--- src/rtl/systolic_output_collector.sv ---
// systolic_output_collector
// De-skews the staggered column outputs of a 4x4 systolic array into whole
// rows and queues them in a 4-entry show-ahead FIFO.
// Optional feature: define COLLECTOR_ROW_SUM_EN to add the row_sum output.
module systolic_output_collector #(
    parameter int WIDTH   = 16,
    parameter int LATENCY = 4
) (
    input  logic                    clk,
    input  logic                    rst,
    input  logic                    start,
    input  logic signed [WIDTH-1:0] in_col [0:3],
    output logic signed [WIDTH-1:0] out_row [0:3],
    output logic                    out_valid,
    input  logic                    out_ready,
    output logic                    busy,
    output logic                    overflow,
    output logic [2:0]              fifo_count
`ifdef COLLECTOR_ROW_SUM_EN
    ,
    output logic signed [WIDTH+1:0] row_sum
`endif
);

    localparam logic [1:0] S_IDLE    = 2'd0;
    localparam logic [1:0] S_WAIT    = 2'd1;
    localparam logic [1:0] S_CAPTURE = 2'd2;

    // LATENCY=1 skips WAIT entirely, so the load value is only used for LATENCY>1
    localparam logic [3:0] WAIT_LOAD = 4'(LATENCY - 1);

    logic [1:0] state_q, state_d;
    logic [3:0] cnt_q, cnt_d;

    // Column j is delayed by 3-j registers; column 3 feeds the row directly
    logic signed [WIDTH-1:0] dl0_q [0:2];
    logic signed [WIDTH-1:0] dl0_d [0:2];
    logic signed [WIDTH-1:0] dl1_q [0:1];
    logic signed [WIDTH-1:0] dl1_d [0:1];
    logic signed [WIDTH-1:0] dl2_q, dl2_d;

    logic signed [WIDTH-1:0] mem_q [0:3][0:3];
    logic signed [WIDTH-1:0] mem_d [0:3][0:3];
    logic [1:0]              wr_ptr_q, wr_ptr_d;
    logic [1:0]              rd_ptr_q, rd_ptr_d;
    logic [2:0]              count_q, count_d;
    logic                    out_valid_q, out_valid_d;
    logic signed [WIDTH-1:0] out_row_q [0:3];
    logic signed [WIDTH-1:0] out_row_d [0:3];
    logic                    overflow_q, overflow_d;

    logic                    push;
    logic                    overflow_clr;
    logic signed [WIDTH-1:0] push_row [0:3];

    // Pass sequencing: wait out the array latency, then capture and align seven beats
    always_comb begin
        state_d      = state_q;
        cnt_d        = cnt_q;
        overflow_clr = 1'b0;
        push         = 1'b0;
        dl0_d        = dl0_q;
        dl1_d        = dl1_q;
        dl2_d        = dl2_q;
        push_row[0]  = dl0_q[2];
        push_row[1]  = dl1_q[1];
        push_row[2]  = dl2_q;
        push_row[3]  = in_col[3];
        case (state_q)
            S_IDLE: begin
                if (start) begin
                    overflow_clr = 1'b1;
                    if (WAIT_LOAD == 4'd0) begin
                        state_d = S_CAPTURE;
                        cnt_d   = '0;
                    end else begin
                        state_d = S_WAIT;
                        cnt_d   = WAIT_LOAD;
                    end
                end
            end
            S_WAIT: begin
                if (cnt_q == 4'd1) begin
                    state_d = S_CAPTURE;
                    cnt_d   = '0;
                end else begin
                    cnt_d = cnt_q - 4'd1;
                end
            end
            S_CAPTURE: begin
                dl0_d[0] = in_col[0];
                dl0_d[1] = dl0_q[0];
                dl0_d[2] = dl0_q[1];
                dl1_d[0] = in_col[1];
                dl1_d[1] = dl1_q[0];
                dl2_d    = in_col[2];
                push     = (cnt_q >= 4'd3);
                if (cnt_q == 4'd6) begin
                    state_d = S_IDLE;
                    cnt_d   = '0;
                end else begin
                    cnt_d = cnt_q + 4'd1;
                end
            end
            default: begin
                state_d = S_IDLE;
                cnt_d   = '0;
            end
        endcase
    end

    logic pop;
    logic full;
    logic do_push;
    logic drop;

    // FIFO bookkeeping; the head register is refreshed from next-state memory so it
    // reflects a same-edge push/pop and holds its last value once the FIFO drains
    always_comb begin
        pop      = out_valid_q && out_ready;
        full     = (count_q == 3'd4);
        do_push  = push && (!full || pop);
        drop     = push && full && !pop;
        mem_d    = mem_q;
        wr_ptr_d = wr_ptr_q;
        rd_ptr_d = rd_ptr_q;
        if (do_push) begin
            for (int unsigned j = 0; j < 4; j++) begin
                mem_d[wr_ptr_q][j] = push_row[j];
            end
            wr_ptr_d = wr_ptr_q + 2'd1;
        end
        if (pop) begin
            rd_ptr_d = rd_ptr_q + 2'd1;
        end
        count_d     = count_q + {2'b00, do_push} - {2'b00, pop};
        out_valid_d = (count_d != 3'd0);
        overflow_d  = overflow_clr ? 1'b0 : (overflow_q | drop);
        out_row_d   = out_row_q;
        if (count_d != 3'd0) begin
            for (int unsigned j = 0; j < 4; j++) begin
                out_row_d[j] = mem_d[rd_ptr_d][j];
            end
        end
    end

    // State, delay line and FIFO registers with synchronous active-low reset
    always_ff @(posedge clk) begin
        if (!rst) begin
            state_q     <= S_IDLE;
            cnt_q       <= '0;
            dl2_q       <= '0;
            wr_ptr_q    <= '0;
            rd_ptr_q    <= '0;
            count_q     <= '0;
            out_valid_q <= 1'b0;
            overflow_q  <= 1'b0;
            for (int unsigned i = 0; i < 3; i++) dl0_q[i] <= '0;
            for (int unsigned i = 0; i < 2; i++) dl1_q[i] <= '0;
            for (int unsigned i = 0; i < 4; i++) begin
                out_row_q[i] <= '0;
                for (int unsigned j = 0; j < 4; j++) mem_q[i][j] <= '0;
            end
        end else begin
            state_q     <= state_d;
            cnt_q       <= cnt_d;
            dl0_q       <= dl0_d;
            dl1_q       <= dl1_d;
            dl2_q       <= dl2_d;
            mem_q       <= mem_d;
            wr_ptr_q    <= wr_ptr_d;
            rd_ptr_q    <= rd_ptr_d;
            count_q     <= count_d;
            out_valid_q <= out_valid_d;
            out_row_q   <= out_row_d;
            overflow_q  <= overflow_d;
        end
    end

    assign out_row    = out_row_q;
    assign out_valid  = out_valid_q;
    assign busy       = (state_q != S_IDLE);
    assign overflow   = overflow_q;
    assign fifo_count = count_q;

`ifdef COLLECTOR_ROW_SUM_EN
    logic signed [WIDTH+1:0] row_sum_q, row_sum_d;

    // Sign-extended sum of the next head row, registered alongside out_row
    always_comb begin
        row_sum_d = '0;
        for (int unsigned j = 0; j < 4; j++) begin
            row_sum_d = row_sum_d + {{2{out_row_d[j][WIDTH-1]}}, out_row_d[j]};
        end
    end

    // Row sum register with synchronous active-low reset
    always_ff @(posedge clk) begin
        if (!rst) begin
            row_sum_q <= '0;
        end else begin
            row_sum_q <= row_sum_d;
        end
    end

    assign row_sum = row_sum_q;
`endif

endmodule

--- config.mk ---
export PLATFORM = sky130hd
export DESIGN_NAME = systolic_output_collector
export DESIGN_NICKNAME = d
export VERILOG_FILES = /design/src/rtl/systolic_output_collector.sv
export SDC_FILE = /design/constraint.sdc
export NUM_CORES = 1
export LEC_CHECK = 0
export BUFFER_PORTS_ARGS = -buffer_cell sky130_fd_sc_hd__buf_2
export CELL_PAD_IN_SITES_DETAIL_PLACEMENT = 1
export CELL_PAD_IN_SITES_GLOBAL_PLACEMENT = 1
export CORE_MARGIN = 4
export CORE_UTILIZATION = 40
export DETAILED_ROUTE_END_ITERATION = 6
export MAX_ROUTING_LAYER = met4
export PLACE_DENSITY = 0.69
export SLEW_MARGIN = 20
export SYNTH_ARGS = -nofsm -noshare
export SYNTH_HDL_FRONTEND = slang
export SYNTH_SLANG_ARGS = --single-unit
export TNS_END_PERCENT = 10
--- constraint.sdc ---
create_clock -name clk -period 4.2 [get_ports clk]
set_input_delay 0.84 -clock clk [delete_from_list [all_inputs] [get_ports clk]]
set_output_delay 0.84 -clock clk [all_outputs]
set_load 0.05 [all_outputs]
==> reports/results.ini, run 1 <==
[clock_network]
cts_tree = done
cts_resized = 0
cts-htree-levels = 2
clock_latency_ns = 0.59
clockBufferDepth = 3
post_cts_buffers = 0
cts_buffers = 49
cts.sinks = 431
cts-root-buf = clkbuf_16
clk_pin_slew_worst_paths_ns = 0.06
cts_hold_buf = 0

[worst_setup_path]
cpMaxStageDelayCell = dfxtp_1
critPathLaunchType = flip-flop
path_class = flip-flop to flip-flop
cp-end-kind = flip-flop
arrival_ns = 4.13
cp_data_required_time_ns = 4.71
crit_family = adder cells
crit_path_max_incr_delay_ns = 0.45
critical_path.cell_chain = ha_1, nor3_1, buf_4, a211oi_4, inv_1, ha_1, inv_1, ha_1, inv_1, fa_1, xor3_1, o21a_1, and2_2, buf_12, a21bo_1, o211ai_2
cp_max_fo = 36
path_buf_inv = 5

[placement]
gp_congestion = 0.7852
hpwl_um = 33110
port-buffer-count = 137

[drt]
drtIter0Drc = 997
dr.pass1.iters = 5
route.detailed.drc = 0
ant_nets = 0
routedWlPerCell_um = 21.56
routed_via_density = 5.793
vias = 16380
postRouteWirelength_um = 60940

[global_route]
track_usage = 0.2434
first_global_vias = 17120
grt_pass1_wl_um = 96670
grt_start_max_net_pins = 201
antenna_found_initial = 1
grt_overflow = 0

[cells_and_area]
drive_above_1_share = 0.1451
syn_to_final_growth_pct = 14.18
fillers = 5369
fin_nets = 2268

[hold_path]
hold_path_class = flip-flop to flip-flop

[timing]
period_share = 0.8625
clock.fmax_mhz = 276.1
rsz0062_at_grt = false
tightestPinTransition_ns = 1.125
hold_viol = 0
setup_violations = 0
skew_ns = 0.01179
tns_ns = 0
slew_viol_final = 0
slew_headroom = 0.2499
hold_ws_ns = 0.4494
period_minus_slack_ns = 3.622

[power_and_ir_drop]
power_leakage_nw = 8.865
p_per_area_mw_per_mm2 = 613.7
vdd_drop_max_mv = 0.3718

[die]
die-area_mm2 = 0.05003
die_w_um = 223.7
rows = 78
coreArea_mm2 = 0.04567
die_h_um = 223.7
io_pins = 138
start_util = 0.4074

[yosys]
synth.distinct_cells = 45
ys_dominant_reg_cell = dfxtp_1
syn_avg_cell_area_um2 = 8.571
syn-num-nets = 2250
synth_edf_count = 0
syn_area_mm2 = 0.01861
synth-async-reset-ratio = 0
ys_seq_area_frac = 0.4637
yosysWarnings = 0
synthCells = 2171
ys_ff_latch = 431

[status]
status = finished, final reports clean

[flow_run]
cap_violations = 0

-- worst min-delay path, stage by stage, from the launching register on --
cell and delay (ns):
dfxtp_1 0.31, nand2_1 0.05, a21oi_1 0.05
-- cell families after synthesis --
group	count (synthesis)	synth area share
AND/OR/NAND/NOR	743	0.1615
multiplexers	64	0.03443
buffers and inverters	218	0.05117
AO/OA/AOI/OAI	700	0.2787
XOR/XNOR	4	0.002690
flip-flops	431	0.4637
adder cells (fa/ha/maj)	11	0.007800
-- sequential cells by signal, indices dropped and copies added (netlist names) --
register,count
dl1_q,32
dl2_q,16
out_row,64
rd_ptr_q,2
cnt_q,4
wr_ptr_q,2
mem_q,256
fifo_count,3
out_valid,1
overflow,1
dl0_q,48
state_q,2
-- Yosys cell counts, types with 58 or more instances --
cell,instances,area (um2)
a211o_1,128,1121
nand2_1,522,1959
a21oi_1,294,1471
and3_1,65,406.6
buf_2,58,290.3
clkbuf_1,138,518.0
dfxtp_1,431,8628
o2111ai_1,64,560.5
a21bo_1,60,600.6
nor2_1,137,514.2
mux2i_1,64,640.6
a211oi_1,67,503.0
-- cells in the final DEF, fill, tap and decap left out, types with 60 or more instances in the layout --
cell / netlist / final
nand2_1: 522 / 518
dfxtp_1: 431 / 431
a21oi_1: 294 / 294
nor2_1: 137 / 137
buf_2: 58 / 137
a211o_1: 128 / 128
a211oi_1: 67 / 67
and3_1: 65 / 65
mux2i_1: 64 / 64
o2111ai_1: 64 / 64
a21bo_1: 60 / 60
-- where the power goes --
group	leakage [nW]	total, W	internal [W]	switching (W)
logic	4.62	0.00417	0.00144	0.00273
registers	3.48	0.00470	0.00441	0.000296
clock network	0.762	0.00417	0.00242	0.00175
total	8.87	0.0130	0.00827	0.00477
-- per-layer routing --
| metal | share of wire | track usage | up-vias |
|---|---|---|---|
| met3 | 0.042 | 0.03368 | 100 |
| met2 | 0.47 | 0.4036 | 353 |
| met4 | 0.022 | 0.06602 | 0 |
| li1 | - | - | 7686 |
| met1 | 0.46 | 0.3143 | 8237 |
| met5 | 0 | - | - |
-- final timing paths --
check                           startpoint     endpoint  slack (ns)  cells past startpoint
worst min-delay path             dl0_q[25]     dl0_q[9]        0.45                      2
worst max register to register    cnt_q[0]  out_row[16]        0.58                     16
worst max-delay path              cnt_q[0]  out_row[16]        0.58                     16
worst min register to register   dl0_q[25]     dl0_q[9]        0.45                      2
-- through the flow --
stage	std cells	total power [W]	util	area (um2)	setup WS [ns]
3_5_place_dp	2738	0.008941	0.4312	19700	0.2975
4_1_cts	2826	0.01315	0.4651	21240	0.5642
6_report	2827	0.01304	0.4652	21250	0.5777
2_1_floorplan	2171	0.007672	-	18610	0.4837
5_1_grt	2827	0.01361	0.4652	21250	0.3865
3_3_place_gp	2738	0.008880	0.4312	19700	0.4044
-- final cells by class --
| cell class | count | area (um2) | area share |
|---|---|---|---|
| clock inverter | 14 | 103.9 | 0.004888 |
| tap | 600 | 750.7 | 0.03534 |
| inverter | 11 | 48.80 | 0.002297 |
| multi-input combinational | 1522 | 9130 | 0.4297 |
| clock buffer | 74 | 1443 | 0.06790 |
| sequential | 431 | 8628 | 0.4061 |
| antenna | 1 | 2.502 | 0.0001178 |
| timing repair buffer | 174 | 1139 | 0.05359 |
Note: power is estimated with default switching activity, not from simulation.
==> run 2: changes to the inputs <==
CORE_MARGIN = default   (was 4)
==> run 2 against run 1 <==
  * Clock skew is 0.0036 ns lower
  * Global-route usage is 2.0 points higher
  * First-iteration DRC count is 13% lower
  * Power down 1.8%
  * Routed wire length down 0.88%
  * Core utilization is 0.20 points lower
  * Non-clock buffer count shrank 5
  * Clock power shrank 4%
  * Sequential power barely moved
==> reports/results.ini, run 2 (synthesized netlist as in run 1, its figures left out) <==
[timing]
tightestPinTransition_ns = 1.056  ; was 1.125 ns
period_share = 0.8925  ; was 0.8625
tns_ns = 0  ; unchanged
slew_viol_final = 0  ; unchanged
setup_violations = 0  ; unchanged
period_minus_slack_ns = 3.749  ; was 3.622 ns
slew_headroom = 0.2962  ; was 0.2499
rsz0062_at_grt = false  ; unchanged
clock.fmax_mhz = 266.8  ; was 276.1 MHz
skew_ns = 0.008152  ; was 0.01179 ns
hold_ws_ns = 0.4530  ; was 0.4494 ns
hold_viol = 0  ; unchanged

[status]
status = finished, final reports clean  ; unchanged

[drt]
dr.pass1.iters = 5  ; unchanged
postRouteWirelength_um = 60400  ; was 60940 um
routedWlPerCell_um = 21.47  ; was 21.56 um
drtIter0Drc = 872  ; was 997
routed_via_density = 5.776  ; was 5.793
ant_nets = 0  ; unchanged
vias = 16260  ; was 16380
route.detailed.drc = 0  ; unchanged

[clock_network]
clk_pin_slew_worst_paths_ns = 0.06  ; about the same
cts_resized = 0  ; unchanged
cts_buffers = 49  ; unchanged
cts-root-buf = clkbuf_16  ; unchanged
clock_latency_ns = 0.58  ; was 0.59 ns
cts_tree = done  ; unchanged
cts_hold_buf = 0  ; unchanged
post_cts_buffers = 0  ; unchanged
cts-htree-levels = 2  ; unchanged
clockBufferDepth = 3  ; unchanged
cts.sinks = 431  ; unchanged

[worst_setup_path]
path_class = flip-flop to flip-flop  ; unchanged
reg2reg_slack_ns = 0.45  ; was 0.58 ns
cp_max_fo = 22  ; was 36
crit_path_max_incr_delay_ns = 0.48  ; was 0.45 ns
worst-path-stages = 16  ; unchanged
cpMaxStageDelayCell = dfxtp_1  ; unchanged
worstRegToRegCells = 16  ; unchanged
crit_family = adder cells  ; unchanged
cp-end-kind = flip-flop  ; unchanged
cp_data_required_time_ns = 4.70  ; was 4.71 ns
critPathLaunchType = flip-flop  ; unchanged
critical_path.cell_chain = ha_1, nor3_1, buf_4, a211oi_4, inv_1, ha_1, inv_1, ha_1, inv_1, fa_1, xor3_1, o21a_1, and2_2, buf_4, a21bo_1, o211ai_2  ; was ha_1, nor3_1, buf_4, a211oi_4, inv_1, ha_1, inv_1, ha_1, inv_1, fa_1, xor3_1, o21a_1, and2_2, buf_12, a21bo_1, o211ai_2
arrival_ns = 4.25  ; was 4.13 ns
path_buf_inv = 5  ; unchanged

[cells_and_area]
largest-register = mem_q  ; unchanged
final_common_cell = nand2_1  ; unchanged
final_cell_mix = nand2_1, dfxtp_1, a21oi_1, nor2_1, buf_2  ; unchanged
syn_to_final_growth_pct = 13.70  ; was 14.18%
drive_above_1_share = 0.1405  ; was 0.1451
fillers = 5356  ; was 5369
fin_nets = 2263  ; was 2268
largest_reg_flops = 256  ; unchanged

[die]
coreArea_mm2 = 0.04567  ; unchanged
die-area_mm2 = 0.04738  ; was 0.05003 mm2
die_w_um = 217.7  ; was 223.7 um
start_util = 0.4074  ; unchanged
io_pins = 138  ; unchanged
die_h_um = 217.7  ; was 223.7 um
rows = 78  ; unchanged

[power_and_ir_drop]
power_leakage_nw = 8.816  ; was 8.865 nW
seqPwrFrac = 0.367  ; was 0.361
pwr-share-clk = 0.312  ; was 0.320
p_per_area_mw_per_mm2 = 605.1  ; was 613.7 mW/mm2
vdd_drop_max_mv = 0.4210  ; was 0.3718 mV
switching_share = 0.3636  ; was 0.3658
p_int_w = 0.008147  ; was 0.008270 W
p_sw_w = 0.004654  ; was 0.004769 W
p_comb_frac = 0.321  ; was 0.320

[global_route]
track_usage = 0.2637  ; was 0.2434
antenna_found_initial = 1  ; unchanged
grt_pass1_wl_um = 95920  ; was 96670 um
grt_start_max_net_pins = 201  ; unchanged
first_global_vias = 17080  ; was 17120
grt_overflow = 0  ; unchanged

[placement]
hpwl_um = 32680  ; was 33110 um
gp_congestion = 0.7817  ; was 0.7852
port-buffer-count = 137  ; unchanged

[hold_path]
hold_path_class = flip-flop to flip-flop  ; unchanged
holdPathStages = 2  ; unchanged

[flow_run]
cap_violations = 0  ; unchanged

[run 2: area by class of cell]
type,instances,area (um2),area share
well taps,600,750.7,0.03549
diodes,1,2.502,0.0001183
flip-flops and latches,431,8628,0.4079
clock buffers,75,1444,0.06825
clock inverters,5,25.02,0.001183
repair buffers,169,1126,0.05323
inverters,11,48.80,0.002307
multi-input cells,1522,9130,0.4316
[run 2: worst register-to-register path, stage by stage (launching register included)]
cell      delay, ns
dfxtp_1        0.48
ha_1           0.25
nor3_1         0.07
buf_4          0.17
a211oi_4       0.21
inv_1          0.12
ha_1           0.31
inv_1          0.07
ha_1           0.14
inv_1          0.05
fa_1           0.40
xor3_1         0.31
o21a_1         0.18
and2_2         0.19
buf_4          0.31
a21bo_1        0.27
o211ai_2       0.15
[run 2: metal layers]
metal  track usage  share of wire  up-vias  routed length, um
met3       0.03180          0.037      115               2232
met4        0.1007          0.027        0               1613
met2        0.4249           0.47      330              28300
met1        0.3368           0.47     8145              28260
li1              -              -     7665                  -
met5             -              0        -                  0
[run 2: worst paths after layout]
path,from,end
max,cnt_q[0],out_row[55]
min,dl0_q[24],dl0_q[8]
max reg2reg,cnt_q[0],out_row[55]
min reg2reg,dl0_q[24],dl0_q[8]
[run 2: stage by stage]
stage	setup WS [ns]	utilization	std cells	power, W	cell area [um2]
3_5_place_dp	0.2285	0.4310	2733	0.008904	19680
3_3_place_gp	0.3455	0.4310	2733	0.008830	19680
2_1_floorplan	0.4837	-	2171	0.007672	18610
6_report	0.4515	0.4632	2814	0.01280	21160
5_1_grt	0.2019	0.4632	2814	0.01338	21160
4_1_cts	0.4424	0.4631	2813	0.01292	21150
[run 2: power by group through the flow]
stage / registers (W) / clock network [W] / logic (W)
2_1_floorplan: 0.00552 / 0 / 0.00215
3_3_place_gp: 0.00478 / 0 / 0.00405
3_5_place_dp: 0.00478 / 0 / 0.00412
4_1_cts: 0.00470 / 0.00409 / 0.00413
5_1_grt: 0.00473 / 0.00427 / 0.00438
6_report: 0.00470 / 0.00399 / 0.00411
